## config.mk

```make
export PLATFORM = sky130hd
export DESIGN_NAME = spi_byte_sequencer
export DESIGN_NICKNAME = d
export VERILOG_FILES = /design/src/rtl/spi_byte_sequencer.sv
export SDC_FILE = /design/constraint.sdc
export NUM_CORES = 1
export LEC_CHECK = 0
export BUFFER_PORTS_ARGS = -buffer_cell sky130_fd_sc_hd__buf_4
export CORE_ASPECT_RATIO = 0.5
export CORE_MARGIN = 5
export CORE_UTILIZATION = 30
export CTS_BUF_LIST = sky130_fd_sc_hd__clkbuf_8
export CTS_CLUSTER_DIAMETER = 80
export DETAILED_ROUTE_END_ITERATION = 7
export SLEW_MARGIN = 20
export SYNTH_ARGS = -nofsm -noshare
export SYNTH_HDL_FRONTEND = slang
export SYNTH_SLANG_ARGS = --single-unit
```

## constraint.sdc

```tcl
create_clock -name clk -period 3.58 [get_ports clk]
set_clock_uncertainty 0.2 [all_clocks]
set_input_delay 0.179 -clock clk [delete_from_list [all_inputs] [get_ports clk]]
set_output_delay 0.179 -clock clk [all_outputs]
set_load 0.02 [all_outputs]
```

## src/rtl/spi_byte_sequencer.sv

```systemverilog
// Splits a "write N bytes, then read M bytes" command into single-byte SPI master transfers.
// Read bytes collect in a first-word-fall-through RX FIFO; bytes clocked in during the write phase are dropped.
//   state      | meaning
//   S_IDLE     | waiting for a command
//   S_SEL      | choose the next write, the next read, or completion
//   S_WR_FETCH | wait for a TX byte while the master is idle
//   S_RD_ISSUE | wait for the master to be idle and a free FIFO entry
//   S_WAIT     | transfer in flight, waiting for done
//   S_FINISH   | command complete, done pulse follows
module spi_byte_sequencer #(
  parameter int         LEN_W      = 8,
  parameter logic [7:0] DUMMY_BYTE = 8'hFF,
  parameter int         RX_DEPTH   = 16
) (
  input  logic             clk,
  input  logic             rst,
  input  logic             i_cmd_valid,
  output logic             o_cmd_ready,
  input  logic [LEN_W-1:0] i_cmd_wr_len,
  input  logic [LEN_W-1:0] i_cmd_rd_len,
  input  logic             i_tx_valid,
  output logic             o_tx_ready,
  input  logic [7:0]       i_tx_data,
  output logic             o_rx_valid,
  input  logic             i_rx_ready,
  output logic [7:0]       o_rx_data,
  output logic             o_spi_start,
  output logic [7:0]       o_spi_tx_byte,
  input  logic [7:0]       i_spi_rx_byte,
  input  logic             i_spi_done,
  input  logic             i_spi_busy,
  output logic             o_busy,
  output logic             o_cmd_done
);

  localparam int PTR_W = $clog2(RX_DEPTH);
  localparam logic [PTR_W:0] FULL_CNT = RX_DEPTH[PTR_W:0];

  typedef enum logic [2:0] {
    S_IDLE, S_SEL, S_WR_FETCH, S_RD_ISSUE, S_WAIT, S_FINISH
  } state_t;

  state_t           state_q, state_d;
  logic [LEN_W-1:0] wr_cnt_q, wr_cnt_d;
  logic [LEN_W-1:0] rd_cnt_q, rd_cnt_d;
  logic [7:0]       tx_byte_q, tx_byte_d;
  logic             start_q, start_d;
  logic             done_q, done_d;
  logic             tx_ready;
  logic             push, pop, fifo_full;

  logic [7:0]       mem_q [RX_DEPTH];
  logic [PTR_W-1:0] wr_ptr_q, rd_ptr_q;
  logic [PTR_W:0]   cnt_q;

  always_ff @(posedge clk) begin
    if (rst) begin
      state_q   <= S_IDLE;
      wr_cnt_q  <= '0;
      rd_cnt_q  <= '0;
      tx_byte_q <= 8'h00;
      start_q   <= 1'b0;
      done_q    <= 1'b0;
    end else begin
      state_q   <= state_d;
      wr_cnt_q  <= wr_cnt_d;
      rd_cnt_q  <= rd_cnt_d;
      tx_byte_q <= tx_byte_d;
      start_q   <= start_d;
      done_q    <= done_d;
    end
  end

  // A read only issues when no earlier read is in flight, so a non-full FIFO always has room for it.
  assign fifo_full = (cnt_q == FULL_CNT);

  always_comb begin
    state_d   = state_q;
    wr_cnt_d  = wr_cnt_q;
    rd_cnt_d  = rd_cnt_q;
    tx_byte_d = tx_byte_q;
    start_d   = 1'b0;
    done_d    = 1'b0;
    tx_ready  = 1'b0;
    push      = 1'b0;
    unique case (state_q)
      S_IDLE: begin
        if (i_cmd_valid) begin
          wr_cnt_d = i_cmd_wr_len;
          rd_cnt_d = i_cmd_rd_len;
          state_d  = ((i_cmd_wr_len == '0) && (i_cmd_rd_len == '0)) ? S_FINISH : S_SEL;
        end
      end
      S_SEL: begin
        if (wr_cnt_q != '0)      state_d = S_WR_FETCH;
        else if (rd_cnt_q != '0) state_d = S_RD_ISSUE;
        else                     state_d = S_FINISH;
      end
      S_WR_FETCH: begin
        tx_ready = i_tx_valid & ~i_spi_busy;
        if (tx_ready) begin
          tx_byte_d = i_tx_data;
          start_d   = 1'b1;
          state_d   = S_WAIT;
        end
      end
      S_RD_ISSUE: begin
        if (!i_spi_busy && !fifo_full) begin
          tx_byte_d = DUMMY_BYTE;
          start_d   = 1'b1;
          state_d   = S_WAIT;
        end
      end
      S_WAIT: begin
        if (i_spi_done) begin
          if (wr_cnt_q != '0) begin
            wr_cnt_d = wr_cnt_q - LEN_W'(1);
          end else begin
            push = 1'b1;
            if (rd_cnt_q != '0) rd_cnt_d = rd_cnt_q - LEN_W'(1);
          end
          state_d = S_SEL;
        end
      end
      S_FINISH: begin
        done_d  = 1'b1;
        state_d = S_IDLE;
      end
      default: state_d = S_IDLE;
    endcase
  end

  assign pop = o_rx_valid & i_rx_ready;

  always_ff @(posedge clk) begin
    if (push) mem_q[wr_ptr_q] <= i_spi_rx_byte;
  end

  always_ff @(posedge clk) begin
    if (rst) begin
      wr_ptr_q <= '0;
      rd_ptr_q <= '0;
      cnt_q    <= '0;
    end else begin
      if (push) wr_ptr_q <= wr_ptr_q + PTR_W'(1);
      if (pop)  rd_ptr_q <= rd_ptr_q + PTR_W'(1);
      unique case ({push, pop})
        2'b10:   cnt_q <= cnt_q + (PTR_W+1)'(1);
        2'b01:   cnt_q <= cnt_q - (PTR_W+1)'(1);
        default: cnt_q <= cnt_q;
      endcase
    end
  end

  assign o_rx_valid    = (cnt_q != '0);
  assign o_rx_data     = o_rx_valid ? mem_q[rd_ptr_q] : 8'h00;
  assign o_cmd_ready   = (state_q == S_IDLE);
  assign o_busy        = (state_q != S_IDLE);
  assign o_tx_ready    = tx_ready;
  assign o_spi_start   = start_q;
  assign o_spi_tx_byte = tx_byte_q;
  assign o_cmd_done    = done_q;

endmodule

```

# Yosys cells after proc, flatten, opt, wreduce, memory -nomap -nowiden

Memory sizes are Yosys's and may differ from the RTL's. A register that Yosys moved wholly into a read port is not among the register bits.
Cells that the tools add are included.

Logic and storage cells: 86
RAM bits: 128
Memories: 1
Bits of input ports: 39
Register bits: 42
Output and inout port bits: 22

Reductions and logical operators: 18
Equality and inequality tests: 15
Bitwise operators: 3
Add/sub/neg operators: 6
Mux-type cells: 34

Memory list:

| memory | depth | width | read ports | clocked after memory_dff | wr ports | line | text |
|---|---|---|---|---|---|---|---|
| mem_q  | 16    | 8     | 1          | 1                        | 1        | 52   | `logic [7:0] mem_q [RX_DEPTH];` |

Operators with widths:

| cell                                                                | count |
|---|---|
| 8-bit two-way mux                                                   | 10 |
| 8-bit case mux with 2 select lines                                  | 3 |
| 3-bit two-way mux                                                   | 7 |
| 8-bit zero test                                                     | 2 |
| 8-bit nonzero test                                                  | 2 |
| 8-bit by 1-bit subtractor with 8-bit output (second input constant) | 2 |
| 3-bit case mux with 5 select lines                                  | 1 |
| 2-bit inequality test (second input constant)                       | 7 |
| 5-bit case mux with 2 select lines                                  | 1 |
| 1-bit two-way mux                                                   | 9 |
| 4-bit by 1-bit adder with 4-bit output (second input constant)      | 2 |
| 4-bit two-way mux                                                   | 2 |
| 4-bit AND reduction                                                 | 2 |
| 3-bit by 2-bit == test with 1-bit output (second input constant)    | 2 |
| 3-bit == test (second input constant)                               | 2 |
| 2-bit nonzero test                                                  | 3 |
| 5-bit by 1-bit adder with 5-bit output (second input constant)      | 1 |
| 5-bit == test (second input constant)                               | 1 |
| 5-bit AND reduction                                                 | 1 |
| 5-bit nonzero test                                                  | 1 |
| 5-bit by 1-bit subtractor with 5-bit output (second input constant) | 1 |
| 3-bit by 1-bit == test with 1-bit output (second input constant)    | 1 |
| 3-bit zero test                                                     | 1 |
| 3-bit AND reduction                                                 | 1 |
| 8 further kinds                                                     | 11 |

# Logic depth before layout (Yosys ltp)

Gate-level depths: netlist of the first run.

Word-level depth: 6
Depth in mapped cells: 14

# Worst setup path after synthesis of the first run

No wires, ideal clock.

Kind: reg-to-reg
Start point: register wr_cnt_q[2]
End point: register cnt_q[4]
Arrival time: 3.033 ns
Slack: 0.219 ns
Cell stages (with the launch flop): 13
Library setup time: 0.128 ns
Path buffers: 1
Period minus slack after synthesis: 3.361 ns
Path through: dfxtp_1 -> or4_4 -> nor3_4 -> nand3_4 -> ha_1 -> clkbuf_1 -> xor2_1 -> ha_1 -> a21oi_1 -> or3b_2 -> a31oi_1 -> xnor2_1 -> nor2_1

Cells in the longest elaborated chain, start to end: 6
Elaborated cells on any way between the ends: 8
Those cells by class: eq/ne: 2; mux: 4; reduce/logical: 2

Ends and longest elaborated chain:

| item                                                                             | line | text |
|---|---|---|
| from (decl)                                                                      | 44   | `logic [LEN_W-1:0] wr_cnt_q, wr_cnt_d;` |
| from (signal assigned)                                                           | 66   | `wr_cnt_q <= wr_cnt_d;` |
| 8-bit nonzero test *                                                             | 116  | `if (wr_cnt_q != '0) begin` |
| 1-bit two-way mux *                                                              | 116  |  |
| 1-bit two-way mux *                                                              | 115  | `if (i_spi_done) begin` |
| 1-bit two-way mux *                                                              | 86   | `unique case (state_q)` |
| 2-bit by 1-bit == test with 1-bit output / 2-bit == test (equally long branches) | 147  | `unique case ({push, pop})` |
| 5-bit case mux with 2 select lines / 2-bit nonzero test (equally long branches)  | n/a  |  |
| to (signal assigned)                                                             | 148  | `2'b10: cnt_q <= cnt_q + (PTR_W+1)'(1);` |
| to (signal assigned)                                                             | 149  | `2'b01: cnt_q <= cnt_q - (PTR_W+1)'(1);` |
| to (signal assigned)                                                             | 150  | `default: cnt_q <= cnt_q;` |
| to (decl)                                                                        | 54   | `logic [PTR_W:0] cnt_q;` |

Every way passes the cells marked *; elsewhere a longest branch is shown, timed or not.
A chain may end at the register's enable or synchronous reset.

# Worst setup path after layout of the first run

Ends and elaborated chain as after synthesis.

==> flow_summary_export.csv, run 1 <==
group,metric,value,unit
grt,grtUsageMet1,16.4,%
place,port_buffers,60,
worst_setup_path,crit_slowest_cell,"or4_4",
timing,slew_violations,0,
timing,hold_violations,0,
run_status,status,"complete, no violations",
synthesis,synth_ff_type,"edfxtp_1",
worst_setup_path,r2r_end,"cnt_q[4]$_SDFFE_PP0P_",
final_layout,num-fill-cells,2323,
cts,post_cts_resized,0,
worst_setup_path,ff2ff_path_depth,11,
power,vdd_drop_max,278,uV
floorplanning,dieHeight,122,microns
synthesis,postSynthCellCount,529,
synthesis,synth_cell_types,54,
route,drt_iter0_drc,309,
synthesis,ys_ff_latch,174,
final_layout,layout_commonest_cell,"edfxtp_1",
power,total_power,0.00566,W
route,via_per_inst,4.82,
route,drt-total-wl,17100,microns
cts,cts_max_level,4,
synthesis,syn_area,7470,sq um
job,drv_cap,0,
worst_setup_path,slowest_delay,580,ps
floorplanning,die_w,233,microns
final_layout,finalNetCount,689,
final_layout,diodes,0,
synthesis,synth-async-reset-ratio,0,%
route,ant_nets,0,
worst_setup_path,crit_arrival,3520,ps
synthesis,avgSynthCellArea,14.1,sq um
worst_setup_path,path_max_fanout,10,
power,p_leak,3.12,nW
timing,tightest_slew,901,ps
worst_setup_path,crit_type,"reg -> reg",
final_layout,instances_no_fill,986,
synthesis,synth_fp_nets,580,
cts,cts_made_buffers,17,
route,drt_pass1_iterations,5,
worst_hold_path,hp-start,"i_tx_valid",
worst_setup_path,r2r_setup_slack,210,ps
timing,hold_slack,52.0,ps
worst_setup_path,r2r-start,"wr_cnt_q[2]$_SDFFE_PP0P_",
final_layout,layout-area-overhead-vs-synth,24.1,%
floorplanning,num_io_pins,61,
route,route.vias.total,4751,
worst_setup_path,worstSetupEndpointType,"flip-flop",
place,placed_area,8280,sq um
grt,grt_max_degree,43,
timing,rsz0062_at_grt,"no",
grt,grt.busiest_layer,"met2",
grt,grt_usage,12.5,%
cts,clock_sinks,174,
timing,slew_headroom,39.6,%
synthesis,synth_edf_count,128,
grt,overflow,0,
timing,tns,0,ps
grt,grt_use_met3,3.07,%
power,powerDensity,611,nW/um^2
grt,antenna_found_initial,0,
floorplanning,coreArea,24200,sq um
floorplanning,std_cell_rows,40,
floorplanning,initial_utilization,30.8,%
worst_hold_path,hold_end,"state_q[2]$_SDFFE_PP0P_",
cts,cts_root_buf,"clkbuf_8",
worst_hold_path,hp-class,"in -> reg",
place,dp.cells,905,
place,place_congestion,0.813,
grt,use_met2,20.4,%
worst_setup_path,cp_cell_sequence,"or4_4, nor3_4, nand3_4, ha_1, xor2_1, ha_1, a21oi_1, or3b_2, a31oi_1, xnor2_1, nor2_1",
route,route.detailed.drc,0,
cts,insertion_delay,460,ps
timing,period_needed,3370,ps
final_layout,layout_common_cells,"128 x edfxtp_1, 67 x buf_4, 50 x dlygate4sd3_1",
final_layout,layout-drive-gt1-share,22.3,%
cts,path_clk_slew,110,ps
worst_setup_path,required,3730,ps
floorplanning,die-area,28300,sq um
worst_setup_path,startpoint_type,"flip-flop",
synthesis,ys_seq_area_share,63.8,%
worst_setup_path,critPathMostFrequentCell,"ha_1",
timing,min_period_over_period,94.2,%
grt,grt_first_pass_wirelength,27200,microns
timing,setup_viol,0,
cts,cts_tree,"built",
cts,clk_path_buf_depth,2,
place,hpwl,10600,microns
final_layout,final_area,9260,sq um
worst_hold_path,min_delay_path_depth,5,
grt,grt_pass1_vias,4874,
route,wl_per_cell,17.4,microns
synthesis,synth_warnings,0,
timing,fmax,296,MHz
## worst max-delay path, delay by kind of cell (launching register included)
family	cells	cell delay, ps
and+or+nand+nor	5	1470
adders and majority gates	2	580
DFF	1	380
AOI/OAI and AO/OA	2	300
xor gates and xnor gates	2	320
## cells in the mapped netlist, types with 5 or more instances
library cell | instances | area share [%]
inv_1 | 13 | 0.65
nor2_1 | 47 | 2.4
ha_1 | 12 | 2.0
edfxtp_1 | 128 | 51
nor4_1 | 8 | 0.67
nand2_1 | 20 | 1.0
nand3_1 | 12 | 0.80
a211oi_1 | 11 | 1.1
buf_2 | 6 | 0.40
clkbuf_1 | 17 | 0.85
dfxtp_1 | 46 | 12
xnor2_1 | 5 | 0.59
mux4_2 | 32 | 9.7
a21oi_1 | 29 | 1.9
or3_1 | 5 | 0.42
a31oi_1 | 6 | 0.50
xor2_1 | 5 | 0.59
nor3_1 | 13 | 0.87
mux2i_1 | 20 | 2.7
and2_1 | 18 | 1.5
o22ai_1 | 8 | 0.67
nand4_1 | 6 | 0.50
o21ai_0 | 10 | 0.67
nand2b_1 | 6 | 0.50
## logic make-up after synthesis
| group | count (synthesis) | share of synthesized area (%) |
|---|---|---|
| mux | 53 | 12.5 |
| xor+xnor | 10 | 1.17 |
| buf+inv | 40 | 2.11 |
| flops | 174 | 63.8 |
| fa+ha+maj | 12 | 2.01 |
| compound gates | 84 | 7.16 |
| simple gates | 156 | 11.2 |
## how the worst max path moves through the flow
stage / from / to / depth (start not counted)
2_1_floorplan: wr_cnt_q[2]$_SDFFE_PP0P_ / cnt_q[4]$_SDFFE_PP0P_ / 12
3_3_place_gp: wr_cnt_q[2]$_SDFFE_PP0P_ / cnt_q[4]$_SDFFE_PP0P_ / 11
3_5_place_dp: wr_cnt_q[2]$_SDFFE_PP0P_ / cnt_q[4]$_SDFFE_PP0P_ / 11
4_1_cts: wr_cnt_q[2]$_SDFFE_PP0P_ / cnt_q[4]$_SDFFE_PP0P_ / 11
5_1_grt: wr_cnt_q[2]$_SDFFE_PP0P_ / cnt_q[4]$_SDFFE_PP0P_ / 11
6_report: wr_cnt_q[2]$_SDFFE_PP0P_ / cnt_q[4]$_SDFFE_PP0P_ / 11
## metal layers
layer,up-vias,share of wire (%)
li1,2249,-
met1,2361,45
met2,120,48
met3,21,4.8
met4,0,1.7
met5,-,0
## sequential cells by signal (all words and copies together) (netlist names), named ones only
name,count
o_spi_start,1
state_q,3
mem_q,128
cnt_q,5
wr_cnt_q,8
rd_cnt_q,8
wr_ptr_q,4
o_cmd_done,1
rd_ptr_q,4
o_spi_tx_byte,8
## power by group
group	switching (W)	total [W]	internal (W)
clock	0.000788	0.00165	0.000859
combinational	0.000934	0.00164	0.000701
sequential	0.000107	0.00237	0.00227
## layout make-up
| cell class | count | area [sq um] | share of cell area, % |
|---|---|---|---|
| clock buffer | 17 | 234 | 2.53 |
| tap | 336 | 420 | 4.54 |
| multi-input combinational | 315 | 2540 | 27.5 |
| inverter | 13 | 48.8 | 0.527 |
| clock inverter | 14 | 246 | 2.66 |
| timing repair buffer | 117 | 1000 | 10.8 |
| sequential | 174 | 4770 | 51.5 |
## metrics by stage
step,utilization [%],worst slack (ps)
detailed placement,34.2,214
floorplan,-,219
global route,38.2,57.3
CTS,38.2,198
global placement,34.2,278
finish,38.2,207
## repair_timing
| action | CTS | global route |
|---|---|---|
| setup buffers | 0 | 0 |
| hold buffers | 50 | 0 |
| endpoints found under the hold margin | 169 | 0 |
No activity file was read; power rests on OpenSTA's default activity.
==> run 2, diff against run 1 <==
- CELL_PAD_IN_SITES_DETAIL_PLACEMENT: not set -> 1
- CELL_PAD_IN_SITES_GLOBAL_PLACEMENT: not set -> 2
- PLACE_DENSITY_LB_ADDON: not set -> 0.1
- REMOVE_ABC_BUFFERS: not set -> 1
==> run 2 against run 1 <==
Register-to-register slack improved by 80 ps. Core utilization fell by 0.48 points. Non-clock buffer count is 3 higher. Wire length is 9.0% higher. Global-route usage rose by 1.1 points. Clock-buffer cell count unchanged. Critical endpoint unchanged. Via count is 0.65% lower. Critical path depth did not move.
==> flow_summary_export.csv, run 2 (synthesis results as in run 1) <==
group,metric,value,unit
final_layout,layout-drive-gt1-share,22.9,%
final_layout,instances_no_fill,990,
grt,grt_max_degree,43,
timing,slew_headroom,37.4,%
worst_setup_path,startpoint_type,"flip-flop",
place,place_congestion,0.707,
place,port_buffers,60,
worst_hold_path,hp-class,"in -> reg",
timing,hold_violations,0,
place,hpwl,12500,microns
final_layout,diodes,0,
final_layout,layout_common_cells,"128 x edfxtp_1, 72 x buf_4, 48 x dlygate4sd3_1",
cts,post_cts.repair.setup_buffers,0,
floorplanning,std_cell_rows,40,
final_layout,layout-area-overhead-vs-synth,22.5,%
worst_setup_path,path_max_fanout,10,
timing,setup_viol,0,
worst_setup_path,path_delay_family,"simple AND/OR/NAND/NOR gates",
worst_setup_path,worstSetupEndpointType,"flip-flop",
route,route.detailed.drc,0,
worst_setup_path,crit_arrival,3440,ps
route,drt_iter0_drc,279,
worst_setup_path,crit_type,"reg -> reg",
route,drt_pass1_iterations,4,
final_layout,regMostFlops,"mem_q",
power,powerDensity,583,nW/um^2
grt,grt_usage,13.6,%
place,dp.cells,910,
cts,cts_made_buffers,17,
floorplanning,dieHeight,122,microns
cts,ctsHoldBuffers,48,
timing,fmax,303,MHz
timing,min_period_over_period,92.1,%
worst_setup_path,critPathMostFrequentCell,"ha_1",
route,drt-total-wl,18700,microns
cts,cts_tree,"built",
timing,rsz0062_at_grt,"no",
cts,clk_path_buf_depth,2,
route,via_per_inst,4.77,
timing,period_needed,3300,ps
power,vdd_drop_max,249,uV
timing,slew_violations,0,
cts,insertion_delay,470,ps
floorplanning,num_io_pins,61,
worst_setup_path,required,3720,ps
route,ant_nets,0,
cts,cts_root_buf,"clkbuf_8",
floorplanning,die_w,233,microns
final_layout,final_area,9150,sq um
grt,overflow,0,
worst_setup_path,slowest_delay,580,ps
cts,post_cts_resized,0,
worst_setup_path,cp_cell_sequence,"or4_4, nor3_4, nand3_4, ha_1, xor2_1, ha_1, a21oi_1, or3b_2, a31oi_1, xnor2_1, nor2_1",
floorplanning,coreArea,24200,sq um
worst_setup_path,crit_buf_inv,0,
final_layout,layout_commonest_cell,"edfxtp_1",
route,route.vias.total,4720,
grt,grt_pass1_vias,5198,
power,p_leak,3.07,nW
timing,tightest_slew,938,ps
cts,clock_sinks,174,
grt,grt_first_pass_wirelength,29300,microns
floorplanning,initial_utilization,30.8,%
cts,path_clk_slew,100,ps
final_layout,finalNetCount,692,
timing,tns,0,ps
route,wl_per_cell,18.9,microns
worst_setup_path,crit_slowest_cell,"or4_4",
cts,cts_max_level,4,
grt,antenna_found_initial,0,
floorplanning,die-area,28300,sq um
final_layout,largest_register_ff_count,128,
job,drv_cap,0,
place,placed_area,8320,sq um
run_status,status,"complete, no violations",
[run 2: final cells by class]
cell class	instances	area (sq um)
fillers	2564	15100
flip-flops and latches	174	4770
multi-input cells	315	2540
repair buffers	120	1020
well taps	336	420
clock buffers	17	234
clock inverters	15	114
inverters	13	48.8
[run 2: worst register-to-register path, delay by kind of cell (launching register included)]
family	cells	cell delay (ps)
AO/OA/AOI/OAI	2	300
XOR/XNOR	2	290
adder cells (fa/ha/maj)	2	510
flip-flops	1	390
AND/OR/NAND/NOR	5	1490
[run 2: where the power goes]
part | leakage, nW | switching (W) | internal (W)
Sequential | 1.52 | 0.000114 | 0.00227
Clock | 0.175 | 0.000767 | 0.000488
Combinational | 1.37 | 0.000971 | 0.000724
[run 2: path summary, 6_finish.rpt]
path	slack, ps	depth (start not counted)	from	to
worst max-delay path	280	11	wr_cnt_q[2]$_SDFFE_PP0P_	cnt_q[4]$_SDFFE_PP0P_
worst min-delay path	30	5	i_cmd_rd_len[3]	state_q[2]$_SDFFE_PP0P_
worst max register to register	280	11	wr_cnt_q[2]$_SDFFE_PP0P_	cnt_q[4]$_SDFFE_PP0P_
worst min register to register	300	2	o_spi_tx_byte[3]$_SDFFE_PP0P_	o_spi_tx_byte[3]$_SDFFE_PP0P_
[run 2: layer usage]
metal / part of all wire (%) / up-vias / track usage (%)
met1: 46 / 2379 / 17.3
met5: 0 / - / 0
met3: 2.5 / 23 / 3.14
met2: 49 / 55 / 23.3
met4: 1.5 / 0 / 4.46
li1: - / 2263 / -
[run 2: stage by stage]
| step | hold WS, ps | util (%) | total power, W | setup slack [ps] |
|---|---|---|---|---|
| 2_1_floorplan | 48.1 | - | 0.00346 | 308 |
| 3_3_place_gp | 281 | 34.3 | 0.00407 | 360 |
| 3_5_place_dp | 286 | 34.3 | 0.00406 | 300 |
| 4_1_cts | 5.32 | 37.8 | 0.00542 | 271 |
| 5_1_grt | 48.4 | 37.8 | 0.00567 | 70.8 |
| 6_report | 25.5 | 37.8 | 0.00533 | 284 |
==> run 3, diff against run 2 <==
- PLACE_DENSITY_LB_ADDON: 0.1 -> 0.12
==> run 3 against run 2 <==
Core utilization down 0.13 points. Critical path depth stayed put. Design area shrank 0.36%. Clock power up 7%. Clock-buffer cell count increased by 1. Register-to-register slack about the same. Maximum frequency hardly changed. Wire length about the same. Global-route usage decreased by 0.18 points. First-iteration DRC count decreased by 8.6%. Power grew 1.3%. Largest cell class unchanged. Highest routed layer unchanged.
==> flow_summary_export.csv, run 3 (synthesis results as in run 1) <==
group,metric,value,unit
floorplanning,initial_utilization,30.8,%
timing,fmax,304,MHz
final_layout,regMostFlops,"mem_q",
place,placed_area,8310,sq um
final_layout,num-fill-cells,2533,
worst_setup_path,r2r-start,"wr_cnt_q[2]$_SDFFE_PP0P_",
final_layout,largest_register_ff_count,128,
grt,grt_usage,13.4,%
job,drv_cap,0,
timing,hold_violations,0,
floorplanning,die-area,28300,sq um
worst_setup_path,crit_type,"reg -> reg",
floorplanning,std_cell_rows,40,
timing,period_needed,3290,ps
grt,grt_max_degree,43,
worst_setup_path,required,3710,ps
worst_setup_path,startpoint,"wr_cnt_q[2]$_SDFFE_PP0P_",
final_layout,layout-area-overhead-vs-synth,22.1,%
final_layout,multi_input_area,2540,sq um
place,place_congestion,0.731,
final_layout,layout_commonest_cell,"edfxtp_1",
cts,cts_max_level,4,
cts,cts_tree,"built",
place,port_buffers,60,
floorplanning,num_io_pins,61,
final_layout,layout_common_cells,"128 x edfxtp_1, 68 x buf_4, 47 x nor2_1",
timing,tns,0,ps
final_layout,post-route-util,37.6,%
final_layout,finalNetCount,683,
floorplanning,coreArea,24200,sq um
final_layout,layout-drive-gt1-share,22.6,%
route,route.detailed.drc,0,
cts,clk_path_buf_depth,2,
cts,cts_root_buf,"clkbuf_8",
final_layout,final_area,9110,sq um
route,ant_nets,0,
route,drt-total-wl,18700,microns
timing,setup_slack,286,ps
place,hpwl,12400,microns
final_layout,diodes,0,
cts,post_cts.repair.setup_buffers,0,
worst_setup_path,worstSetupEndpointType,"flip-flop",
worst_setup_path,startpoint_type,"flip-flop",
cts,insertion_delay,460,ps
timing,tightest_slew,972,ps
route,drt_iter0_drc,255,
grt,grt_pass1_vias,5041,
floorplanning,die_w,233,microns
floorplanning,dieHeight,122,microns
timing,min_period_over_period,92.0,%
power,vdd_drop_max,342,uV
grt,overflow,0,
cts,clock_sinks,174,
grt,grt_first_pass_wirelength,28900,microns
worst_hold_path,hp-start,"i_cmd_rd_len[7]",
place,dp_slack,287,ps
cts,cts_made_buffers,17,
timing,slew_headroom,34.7,%
route,via_per_inst,4.82,
route,route.vias.total,4733,
power,powerDensity,592,nW/um^2
worst_setup_path,path_max_fanout,10,
grt,antenna_found_initial,0,
cts,path_clk_slew,90,ps
power,p_leak,3.05,nW
timing,rsz0062_at_grt,"no",
timing,setup_viol,0,
route,drt_pass1_iterations,4,
timing,slew_violations,0,
route,wl_per_cell,19.0,microns
worst_hold_path,hp-class,"in -> reg",
worst_setup_path,crit_arrival,3430,ps
final_layout,regArea,4770,sq um
run_status,status,"complete, no violations",
-- run 3: changes by cell type in the layout (fill, tap and decap cells not counted), sizes merged --
| cell | delta |
|---|---|
| buf | -3 |
| inv | +2 |
| clkbuf | +1 |
| bufinv | +1 |
| clkinv | -3 |
| clkinvlp | -1 |
| dlygate4sd3 | -6 |
-- run 3: power by group --
part | switching, W | internal, W | total (W)
sequential | 0.000138 | 0.00227 | 0.00240
combinational | 0.000955 | 0.000697 | 0.00165
clock | 0.000758 | 0.000583 | 0.00134
-- run 3: per-layer routing --
metal,global-route usage (%),vias up,part of all wire (%)
li1,-,2246,-
met1,17.5,2413,47
met2,23.1,61,49
met3,2.91,13,2.9
met4,3.32,0,0.83
met5,0,-,0
-- run 3: worst max-delay path: stages (launching register included) --
cell     delay, ps
dfxtp_1        380
or4_4          580
nor3_4         250
nand3_4        170
ha_1           260
xor2_1         140
ha_1           240
a21oi_1         90
or3b_2         460
a31oi_1        210
xnor2_1        150
nor2_1          50
-- run 3: metrics by stage --
stage          total power (W)  hold slack (ps)  std cells
3_5_place_dp           0.00406              273        907
6_report               0.00540             29.3        981
2_1_floorplan          0.00346             48.1        502
3_3_place_gp           0.00408              264        907
5_1_grt                0.00572             22.2        981
4_1_cts                0.00548            0.389        981
-- run 3: repair_timing --
item | 4_1_cts | 5_1_grt
hold buffers | 42 | 0
gates resized for setup | 0 | 0
endpoints found under the hold margin | 165 | 0
-- run 3: layout make-up --
cell class | instances | area share [%]
Multi-Input combinational cell | 315 | 27.9
Clock buffer | 18 | 2.72
Sequential cell | 174 | 52.3
Tap cell | 336 | 4.61
Timing Repair Buffer | 111 | 10.4
Clock inverter | 14 | 1.51
Inverter | 13 | 0.535
-- run 3: path summary, 6_finish.rpt --
path	end	slack, ps	depth (start not counted)
max	cnt_q[4]$_SDFFE_PP0P_	290	11
min	rd_cnt_q[7]$_SDFFE_PP0P_	30	4
max reg2reg	cnt_q[4]$_SDFFE_PP0P_	290	11
min reg2reg	o_spi_tx_byte[2]$_SDFFE_PP0P_	310	2
